--- src/rtl/sparse_pkg.sv ---
// Shared definitions for the sparse datapath: width helpers and the compactor state encoding.
package sparse_pkg;

  typedef enum logic {
    EMPTY = 1'b0,
    DRAIN = 1'b1
  } state_t;

  function automatic int unsigned clog2(input int unsigned n);
    int unsigned r;
    r = 0;
    for (longint unsigned v = 1; v < longint'(n); v = v << 1) r++;
    return r;
  endfunction

  // Narrowest count width able to hold 0..bitmask_length inclusive.
  function automatic int unsigned min_index_bits(input int unsigned bitmask_length);
    return clog2(bitmask_length + 1);
  endfunction

  localparam int unsigned DEFAULT_MIN_INDEX_BITWIDTH = min_index_bits(16);

endpackage

--- src/rtl/prefix_count_unit.sv ---
// Combinational inclusive prefix popcount: counts[i] = number of set bits in mask[0..i].
module prefix_count_unit
  import sparse_pkg::*;
#(
  parameter int unsigned BITMASK_LENGTH = 16,
  parameter int unsigned INDEX_BITWIDTH = 5
) (
  input  logic [BITMASK_LENGTH-1:0]                mask,
  output logic [BITMASK_LENGTH*INDEX_BITWIDTH-1:0] counts
);

  localparam int unsigned BML = BITMASK_LENGTH;
  localparam int unsigned IW  = INDEX_BITWIDTH;

  logic [IW-1:0] acc;

  always_comb begin
    acc    = '0;
    counts = '0;
    for (int unsigned i = 0; i < BML; i++) begin
      acc = acc + IW'(mask[i]);
      counts[i*IW +: IW] = acc;
    end
  end

endmodule

--- src/rtl/sparse_value_compactor.sv ---
// Streaming compactor: packs mask-selected values LSB-first into OUT_LANES-wide beats,
// one or more beats per accepted word, with full back-to-back throughput.
module sparse_value_compactor
  import sparse_pkg::*;
#(
  parameter int unsigned BITMASK_LENGTH = 16,
  parameter int unsigned VALUE_WIDTH    = 8,
  parameter int unsigned OUT_LANES      = 4,
  parameter int unsigned INDEX_BITWIDTH = 5
) (
  input  logic                                  clock,
  input  logic                                  resetn,
  input  logic                                  in_valid,
  output logic                                  in_ready,
  input  logic [BITMASK_LENGTH-1:0]             in_bitmask,
  input  logic [VALUE_WIDTH*BITMASK_LENGTH-1:0] in_values,
  output logic                                  out_valid,
  input  logic                                  out_ready,
  output logic [VALUE_WIDTH*OUT_LANES-1:0]      out_values,
  output logic [INDEX_BITWIDTH-1:0]             out_count,
  output logic                                  out_last
);

  localparam int unsigned BML = BITMASK_LENGTH;
  localparam int unsigned VW  = VALUE_WIDTH;
  localparam int unsigned OL  = OUT_LANES;
  localparam int unsigned IW  = INDEX_BITWIDTH;

  if (INDEX_BITWIDTH < min_index_bits(BITMASK_LENGTH)) begin : g_index_width_check
    $error("INDEX_BITWIDTH too narrow to count BITMASK_LENGTH set bits");
  end
  if (OUT_LANES < 1 || OUT_LANES > BITMASK_LENGTH) begin : g_lane_check
    $error("OUT_LANES must lie in 1..BITMASK_LENGTH");
  end

  state_t                state;
  logic [BML-1:0]        mask_q;
  logic [VW*BML-1:0]     values_q;
  logic [BML*IW-1:0]     prefix_q;
  logic [BML*IW-1:0]     prefix_c;
  logic [IW-1:0]         base_q;

  logic [IW-1:0]         total_c;
  logic [IW-1:0]         remain_c;
  logic [IW:0]           beat_end_c;
  logic                  last_c;
  logic                  out_fire_c;
  logic                  in_fire_c;
  logic [VW*OL-1:0]      lanes_c;

  prefix_count_unit #(
    .BITMASK_LENGTH(BML),
    .INDEX_BITWIDTH(IW)
  ) u_prefix (
    .mask  (in_bitmask),
    .counts(prefix_c)
  );

  // Beat bookkeeping; the end-of-beat sum is one bit wider so it cannot wrap.
  assign total_c    = prefix_q[(BML-1)*IW +: IW];
  assign remain_c   = total_c - base_q;
  assign beat_end_c = {1'b0, base_q} + (IW+1)'(OL);
  assign last_c     = (beat_end_c >= {1'b0, total_c});

  assign out_fire_c = (state == DRAIN) && out_ready;
  assign in_ready   = (state == EMPTY) || (out_fire_c && last_c);
  assign in_fire_c  = in_valid && in_ready;

  // Per-lane one-hot match of rank P[i]-1 against B+j, OR-reduced into the lane.
  always_comb begin
    lanes_c = '0;
    for (int unsigned j = 0; j < OL; j++) begin
      for (int unsigned i = 0; i < BML; i++) begin
        if (mask_q[i] &&
            (((IW+1)'(prefix_q[i*IW +: IW]) - (IW+1)'(1)) == ({1'b0, base_q} + (IW+1)'(j)))) begin
          lanes_c[j*VW +: VW] = lanes_c[j*VW +: VW] | values_q[i*VW +: VW];
        end
      end
    end
  end

  assign out_valid  = (state == DRAIN);
  assign out_values = out_valid ? lanes_c : '0;
  assign out_count  = !out_valid ? '0 : ((remain_c > IW'(OL)) ? IW'(OL) : remain_c);
  assign out_last   = out_valid && last_c;

  always_ff @(posedge clock or negedge resetn) begin
    if (!resetn) begin
      state    <= EMPTY;
      mask_q   <= '0;
      values_q <= '0;
      prefix_q <= '0;
      base_q   <= '0;
    end else if (in_fire_c) begin
      state    <= DRAIN;
      mask_q   <= in_bitmask;
      values_q <= in_values;
      prefix_q <= prefix_c;
      base_q   <= '0;
    end else if (out_fire_c) begin
      if (last_c) begin
        state  <= EMPTY;
        base_q <= '0;
      end else begin
        base_q <= base_q + IW'(OL);
      end
    end
  end

endmodule

--- config.mk ---
export PLATFORM = sky130hd
export DESIGN_NAME = sparse_value_compactor
export DESIGN_NICKNAME = d
export VERILOG_FILES = /design/src/rtl/sparse_pkg.sv /design/src/rtl/prefix_count_unit.sv /design/src/rtl/sparse_value_compactor.sv
export SDC_FILE = /design/constraint.sdc
export NUM_CORES = 1
export LEC_CHECK = 0
export ABC_AREA = 1
export BUFFER_PORTS_ARGS = -buffer_cell sky130_fd_sc_hd__buf_2
export CAP_MARGIN = 40
export CORE_MARGIN = 3
export CORE_UTILIZATION = 40
export CTS_CLUSTER_DIAMETER = 100
export DETAILED_ROUTE_END_ITERATION = 12
export MAX_ROUTING_LAYER = met4
export PLACE_DENSITY = 0.55
export SLEW_MARGIN = 20
export SYNTH_ARGS = -nofsm -noshare
export SYNTH_HDL_FRONTEND = slang
export SYNTH_SLANG_ARGS = --single-unit
--- constraint.sdc ---
create_clock -name clock -period 3.97 [get_ports clock]
set_input_delay 0.794 -clock clock [delete_from_list [all_inputs] [get_ports clock]]
set_output_delay 0.794 -clock clock [all_outputs]
set_load 0.1 [all_outputs]
### Word-level counts from Yosys, hierarchy flattened

Cells that the tools add are included.
W data, S select, Z words.

| storage, ports and cells | value |
|---|---|
| bits in registers | 226 |
| bits of input ports | 148 |
| output and inout bits | 40 |

| cells by class | value |
|---|---|
| add/subtract/negate cells | 37 |
| magnitude comparators | 2 |
| eq/ne operators | 64 |
| muxes and demuxes | 73 |
| bitwise operators | 61 |
| reductions and logical operators | 72 |

Operators with widths:

| operator | number |
|---|---|
| $mux W8 | 64 |
| $or A8 B8 Y8 | 60 |
| $eq A6 B6 Y1 | 48 |
| $eq A6 B5 Y1 | 16 |
| $sub A5 B1 Y6 const B | 15 |
| $add A5 B1 Y5 | 14 |
| $logic_and A1 B1 Y1 | 68 |
| $mux W32 | 1 |
| $mux W5 | 5 |
| $add A5 B2 Y6 const B | 2 |
| $add A5 B1 Y6 const B | 1 |
| $add A5 B3 Y6 const B | 1 |
| $ge A6 B5 Y1 | 1 |
| $add A5 B3 Y5 const B | 1 |
| $gt A5 B3 Y1 const B | 1 |
| $sub A5 B5 Y5 | 1 |
| $reduce_bool A2 Y1 | 2 |
| $mux W1 | 3 |
| $add A1 B1 Y2 | 1 |
| $reduce_and A2 Y1 | 1 |
| $sub A1 B1 Y2 const B | 1 |
| $logic_or A1 B1 Y1 | 1 |
| $not A1 Y1 | 1 |

### Longest topological paths before layout

| logic depth | value |
|---|---|
| word-level depth | 35 |
| mapped depth | 33 |

### Hierarchy

From an unflattened synthesis, not the netlist that was laid out.

| second synthesis, totals | value |
|---|---|
| cell total of the unflattened synthesis | 3117 |
| area total of the unflattened synthesis | 19044.5 µm² |

Modules (own cells, without submodules):

| module | instances | cells an instance | area each (µm²) | seq. area each (µm²) |
|---|---|---|---|---|
| sparse_value_compactor | 1 | 2711 | 16848.7 | 5705.5 |
| prefix_count_unit | 1 | 406 | 2195.9 | 0.0 |

### Worst setup path after synthesis

Ideal clock, no wire load.

| timing path | value |
|---|---|
| path kind | input-to-reg |
| from | input port in_bitmask[0] |
| to | register prefix_q[79] |
| library setup time | 0.117 ns |
| arrival time | 5.998 ns |
| data required time | 3.853 ns |
| slack | -2.145 ns |
| stages | 21 |
| path buffers | 0 |
| path through | fa_1 > ha_1 > fa_1 > ha_1 > ha_1 > ha_1 > ha_1 > ha_1 > ha_1 > ha_1 > ha_1 > ha_1 > ha_1 > ha_1 > ha_1 > inv_1 > nor2_4 > nand2_2 > nand3_1 > nand3_1 > nand2_1 |

| on the way | value |
|---|---|
| cells in the longest elaborated chain, start to end | 15 |

RTL lines:

| item | RTL line | RTL |
|---|---|---|
| start: declaration | sparse_value_compactor.sv:15 | `input logic [BITMASK_LENGTH-1:0] in_bitmask,` |
| $add A1 B1 Y2 | prefix_count_unit.sv:21 | `acc = acc + IW'(mask[i]);` |
| $add A5 B1 Y5 (2 in series) | prefix_count_unit.sv:21 |  |
| net prefix_c[16] | sparse_value_compactor.sv:40 | `logic [BML*IW-1:0] prefix_c;` |
| $add A5 B1 Y5 | prefix_count_unit.sv:21 |  |
| net prefix_c[21] | sparse_value_compactor.sv:40 |  |
| $add A5 B1 Y5 | prefix_count_unit.sv:21 |  |
| net prefix_c[26] | sparse_value_compactor.sv:40 |  |
| $add A5 B1 Y5 | prefix_count_unit.sv:21 |  |
| net prefix_c[31] | sparse_value_compactor.sv:40 |  |
| [1 not listed] | n/a |  |
| net prefix_c[36] | sparse_value_compactor.sv:40 |  |
| [1 not listed] | n/a |  |
| net prefix_c[41] | sparse_value_compactor.sv:40 |  |
| [1 not listed] | n/a |  |
| net prefix_c[46] | sparse_value_compactor.sv:40 |  |
| [1 not listed] | n/a |  |
| net prefix_c[51] | sparse_value_compactor.sv:40 |  |
| [1 not listed] | n/a |  |
| net prefix_c[56] | sparse_value_compactor.sv:40 |  |
| $add A5 B1 Y5 | prefix_count_unit.sv:21 |  |
| net prefix_c[61] | sparse_value_compactor.sv:40 |  |
| $add A5 B1 Y5 | prefix_count_unit.sv:21 |  |
| net prefix_c[66] | sparse_value_compactor.sv:40 |  |
| $add A5 B1 Y5 | prefix_count_unit.sv:21 |  |
| net prefix_c[71] | sparse_value_compactor.sv:40 |  |
| $add A5 B1 Y5 | prefix_count_unit.sv:21 |  |
| end signal: assignment | sparse_value_compactor.sv:98 | `prefix_q <= prefix_c;` |
| end: declaration | sparse_value_compactor.sv:39 | `logic [BML*IW-1:0] prefix_q;` |

The timed path passes the listed nets, and every way through them passes these cells.
A chain may end at the register's enable or synchronous reset.

### Final worst setup path

| timing path | value |
|---|---|
| from | input port in_bitmask[1] |
| to | register prefix_q[79] |

| on the way | value |
|---|---|
| cells in the longest elaborated chain, start to end | 15 |

RTL lines:

| item | RTL line |
|---|---|
| $add A1 B1 Y2 | prefix_count_unit.sv:21 |
| $add A5 B1 Y5 | prefix_count_unit.sv:21 |
| net prefix_c[10] | sparse_value_compactor.sv:40 |
| $add A5 B1 Y5 | prefix_count_unit.sv:21 |
| net prefix_c[16] | sparse_value_compactor.sv:40 |
| $add A5 B1 Y5 | prefix_count_unit.sv:21 |
| net prefix_c[21] | sparse_value_compactor.sv:40 |
| $add A5 B1 Y5 | prefix_count_unit.sv:21 |
| net prefix_c[26] | sparse_value_compactor.sv:40 |
| [1 not listed] | n/a |
| net prefix_c[31] | sparse_value_compactor.sv:40 |
| [1 not listed] | n/a |
| net prefix_c[36] | sparse_value_compactor.sv:40 |
| [1 not listed] | n/a |
| net prefix_c[41] | sparse_value_compactor.sv:40 |
| [1 not listed] | n/a |
| net prefix_c[46] | sparse_value_compactor.sv:40 |
| [1 not listed] | n/a |
| net prefix_c[51] | sparse_value_compactor.sv:40 |
| [1 not listed] | n/a |
| net prefix_c[56] | sparse_value_compactor.sv:40 |
| $add A5 B1 Y5 | prefix_count_unit.sv:21 |
| net prefix_c[61] | sparse_value_compactor.sv:40 |
| $add A5 B1 Y5 | prefix_count_unit.sv:21 |
| net prefix_c[66] | sparse_value_compactor.sv:40 |
| $add A5 B1 Y5 | prefix_count_unit.sv:21 |
| net prefix_c[71] | sparse_value_compactor.sv:40 |
| $add A5 B1 Y5 | prefix_count_unit.sv:21 |

The timed path passes the listed nets, and every way through them passes these cells.

==> key figures <==
Global routing
  – Number of global-route vias before repair: 16.5k
  – GRT Overall Usage: 31.7%
  – Overflow after GRT: 0
  – Largest net degree at the start of global routing: 98
  – First-pass GRT wire length: 98200 µm
  – Antenna violations before repair: 0

Timing
  – Fin. max-slew vios: 0
  – Worst setup margin: -1.02 ns
  – Fmax: 200 MHz
  – Clock skew: about 0.013 ns
  – Final setup violation count: 49
  – Max-slew headroom at the worst pin: 52.1%
  – Worst slew pin tran: between 0.7 and 0.8 ns
  – Final hold violations: 0
  – RSZ-0062 raised after global routing: yes
  – Part of the cycle the worst path needs: 126%
  – Tmin final: 4.99 ns

Detailed routing
  – Final WL: 66200 µm
  – 1st-iter DRT viols: 1206
  – Routed via count: 16.6k
  – Routed len/inst: around 22 µm
  – Vias/cell: 5.43
  – Detailed-router iteration count before antenna repair: 5
  – Routed Antenna Nets: 0
  – Residual DRC: 0

Yosys
  – Post-synthesis cell type count: 50
  – Post-Syn Instances: 2042
  – Syn Std Cell Area: roughly 16000 µm²
  – Sequential cell area fraction in the yosys report: 35.0%
  – Syn avg cell area: 7.60 µm²
  – YS warnings: 0
  – Seq cells post-synth: 217

Layout
  – Final instance area: 23800 µm²
  – Multi-input logic area: 11400 µm²
  – Final-stage net count: 2783
  – P&R area growth vs syn: 53.6%
  – FF/Latch Area: roughly 5400 µm²
  – Fill count: 3326
  – Commonest non-fill, non-tap cell in the layout: nand2_1
  – Inserted Diodes: 0
  – Commonest non-fill, non-tap cells in the layout: nand2_1 (429), buf_4 (256), inv_1 (229), dfrtp_1 (216), o21ai_0 (176)
  – Ratio of cells with drive above 1 in the final layout: 42.5%

Worst setup path
  – Cell family with most CP delay: adder cells
  – CP max FO: 3
  – CP Class: in -> reg
  – Cell Chain, Critical Path: buf_8 -> fa_2 -> ha_4 -> fa_2 -> ha_4 -> ha_4 -> ha_4 -> ha_4 -> ha_4 -> ha_4 -> ha_4 -> ha_4 -> ha_4 -> ha_4 -> ha_4 -> ha_4 -> inv_2 -> nor2_4 -> nand2_2 -> inv_2 -> nand2_1 -> nand3_1 -> nand2_1
  – CP endpoint kind: register
  – Critical-path top delay cell: fa_2
  – Max stage delay on crit path: 0.62 ns
  – Most used cell, CP: ha_4
  – Worst path arrival time: 5.44 ns
  – Buf+Inv Stages, Crit Path: 3
  – WP data required: 4.42 ns
  – Worst setup SP type: input port

Die
  – Starting Density: 40.9%
  – Die Width: between 200 and 250 µm
  – # IOs: 188
  – Die area: 41200 µm²
  – Die height: between 200 and 250 µm
  – Row count: 71
  – Core Area: 37900 µm²

Placement
  – Port Buf Inserts: 185
  – DP Area: about 19000 µm²
  – DP Wirelength: 49400 µm
  – Placer Congestion: just under 1

Clock tree
  – CTS tree: yes
  – H-tree levels: 1
  – # clock sinks: 217
  – Clock root cell: clkbuf_16
  – CTS max path bufs: 3
  – Total CTS buffers: 27
  – Hold Buf Count CTS: 0
  – Latest clock arrival within the worst-skew pair: around 0.57 ns
  – Clk slew on worst S/H paths: 0.06 ns

Flow run
  – Max-cap viol count: 0

Status
  – Status: complete, but fails checks
  – Failing checks: negative setup slack

Min path
  – HP Class: in -> async
-- kinds of logic after synthesis --
kind of cell | after synthesis | share of synthesized area [%]
mux | 1 | 0.0645
simple gates | 778 | 23.9
buf+inv | 386 | 9.65
fa+ha+maj | 114 | 9.28
other cells | 2 | 0.0484
flops | 217 | 35.0
xor+xnor | 58 | 3.27
compound gates | 486 | 18.8
-- through the flow --
stage                     hold slack [ns]  util [%]  std cells  setup WS (ns)  setup TNS [ns]
after detailed placement            0.462      50.8       2862          -1.62          -29.21
final                               0.160      62.9       3052          -1.02          -13.99
after global routing                0.187      62.9       3052          -1.11          -20.37
after CTS                           0.160      58.1       2990         -0.986          -12.21
after floorplan                     0.442         -       2044          -1.35          -18.14
after global placement              0.463      50.8       2862          -1.57          -27.84
-- cell type report --
class | instances | share of cell area [%]
multi-input cells | 1441 | 47.8
flip-flops and latches | 217 | 22.8
repair buffers | 509 | 17.8
inverters | 325 | 5.26
clock buffers | 38 | 3.26
well taps | 511 | 2.68
clock inverters | 11 | 0.477
-- sequential cells by signal, indices dropped and copies added, names as in the netlist --
signal,cells
base_q,3
mask_q,16
out_valid,1
prefix_q,69
values_q,128
-- Yosys cell counts, drive strengths merged --
cell,n,area [µm²]
nand2,514,2190
inv,325,1220
dfrtp,217,5430
o21ai,212,1060
ha,112,1400
o22ai,105,657
nor2,99,384
nand3,88,643
a21oi,65,325
a221oi,43,377
xor2,40,350
clkbuf,32,120
buf,29,158
o221ai,18,158
xnor2,18,158
nor4,17,106
nand4,16,100
or2,14,87.6
nor3,12,60.1
a2111oi,8,70.1
a41oi,8,70.1
nand3b,8,60.1
a31oi,6,37.5
nor3b,6,45.0
o2111ai,5,43.8
a22oi,4,30.0
o21bai,4,30.0
a211oi,2,15.0
a221o,2,20.0
a31o,2,17.5
conb,2,7.51
fa,2,40.0
or3b,2,17.5
and3b,1,8.76
mux2i,1,10.0
o211ai,1,7.51
o31ai,1,7.51
or3,1,6.26
-- metal layers --
layer	track usage (%)	part of all wire, %	up-vias
li1	-	-	7785
met1	41.4	43	7917
met2	50.0	46	645
met3	3.53	5.6	211
met4	14.3	6.0	0
met5	-	0	-
-- final timing paths --
kind	from	end	slack [ns]	cells after the start
worst max-delay path	in_bitmask[1]	prefix_q[79]	-1.02	23
worst min-delay path	resetn	values_q[124]	0.16	1
worst max register to register	base_q[2]	prefix_q[65]	0.92	15
worst min register to register	mask_q[2]	mask_q[2]	0.48	2
max in group asynchronous	resetn	prefix_q[42]	2.82	2
min in group clock	in_values[85]	values_q[85]	0.43	3
-- what timing repair did --
item / CTS / global route
buffers inserted: 89 / 71
endpoints found under the setup margin: 55 / 60
resized for setup: 288 / 287
endpoints found under the hold margin: 0 / 0
pin swaps: 98 / 137
Power is left out: the tool's default activity adds up to more than one toggle a clock period on the data nets, which glitch-free logic cannot reach.
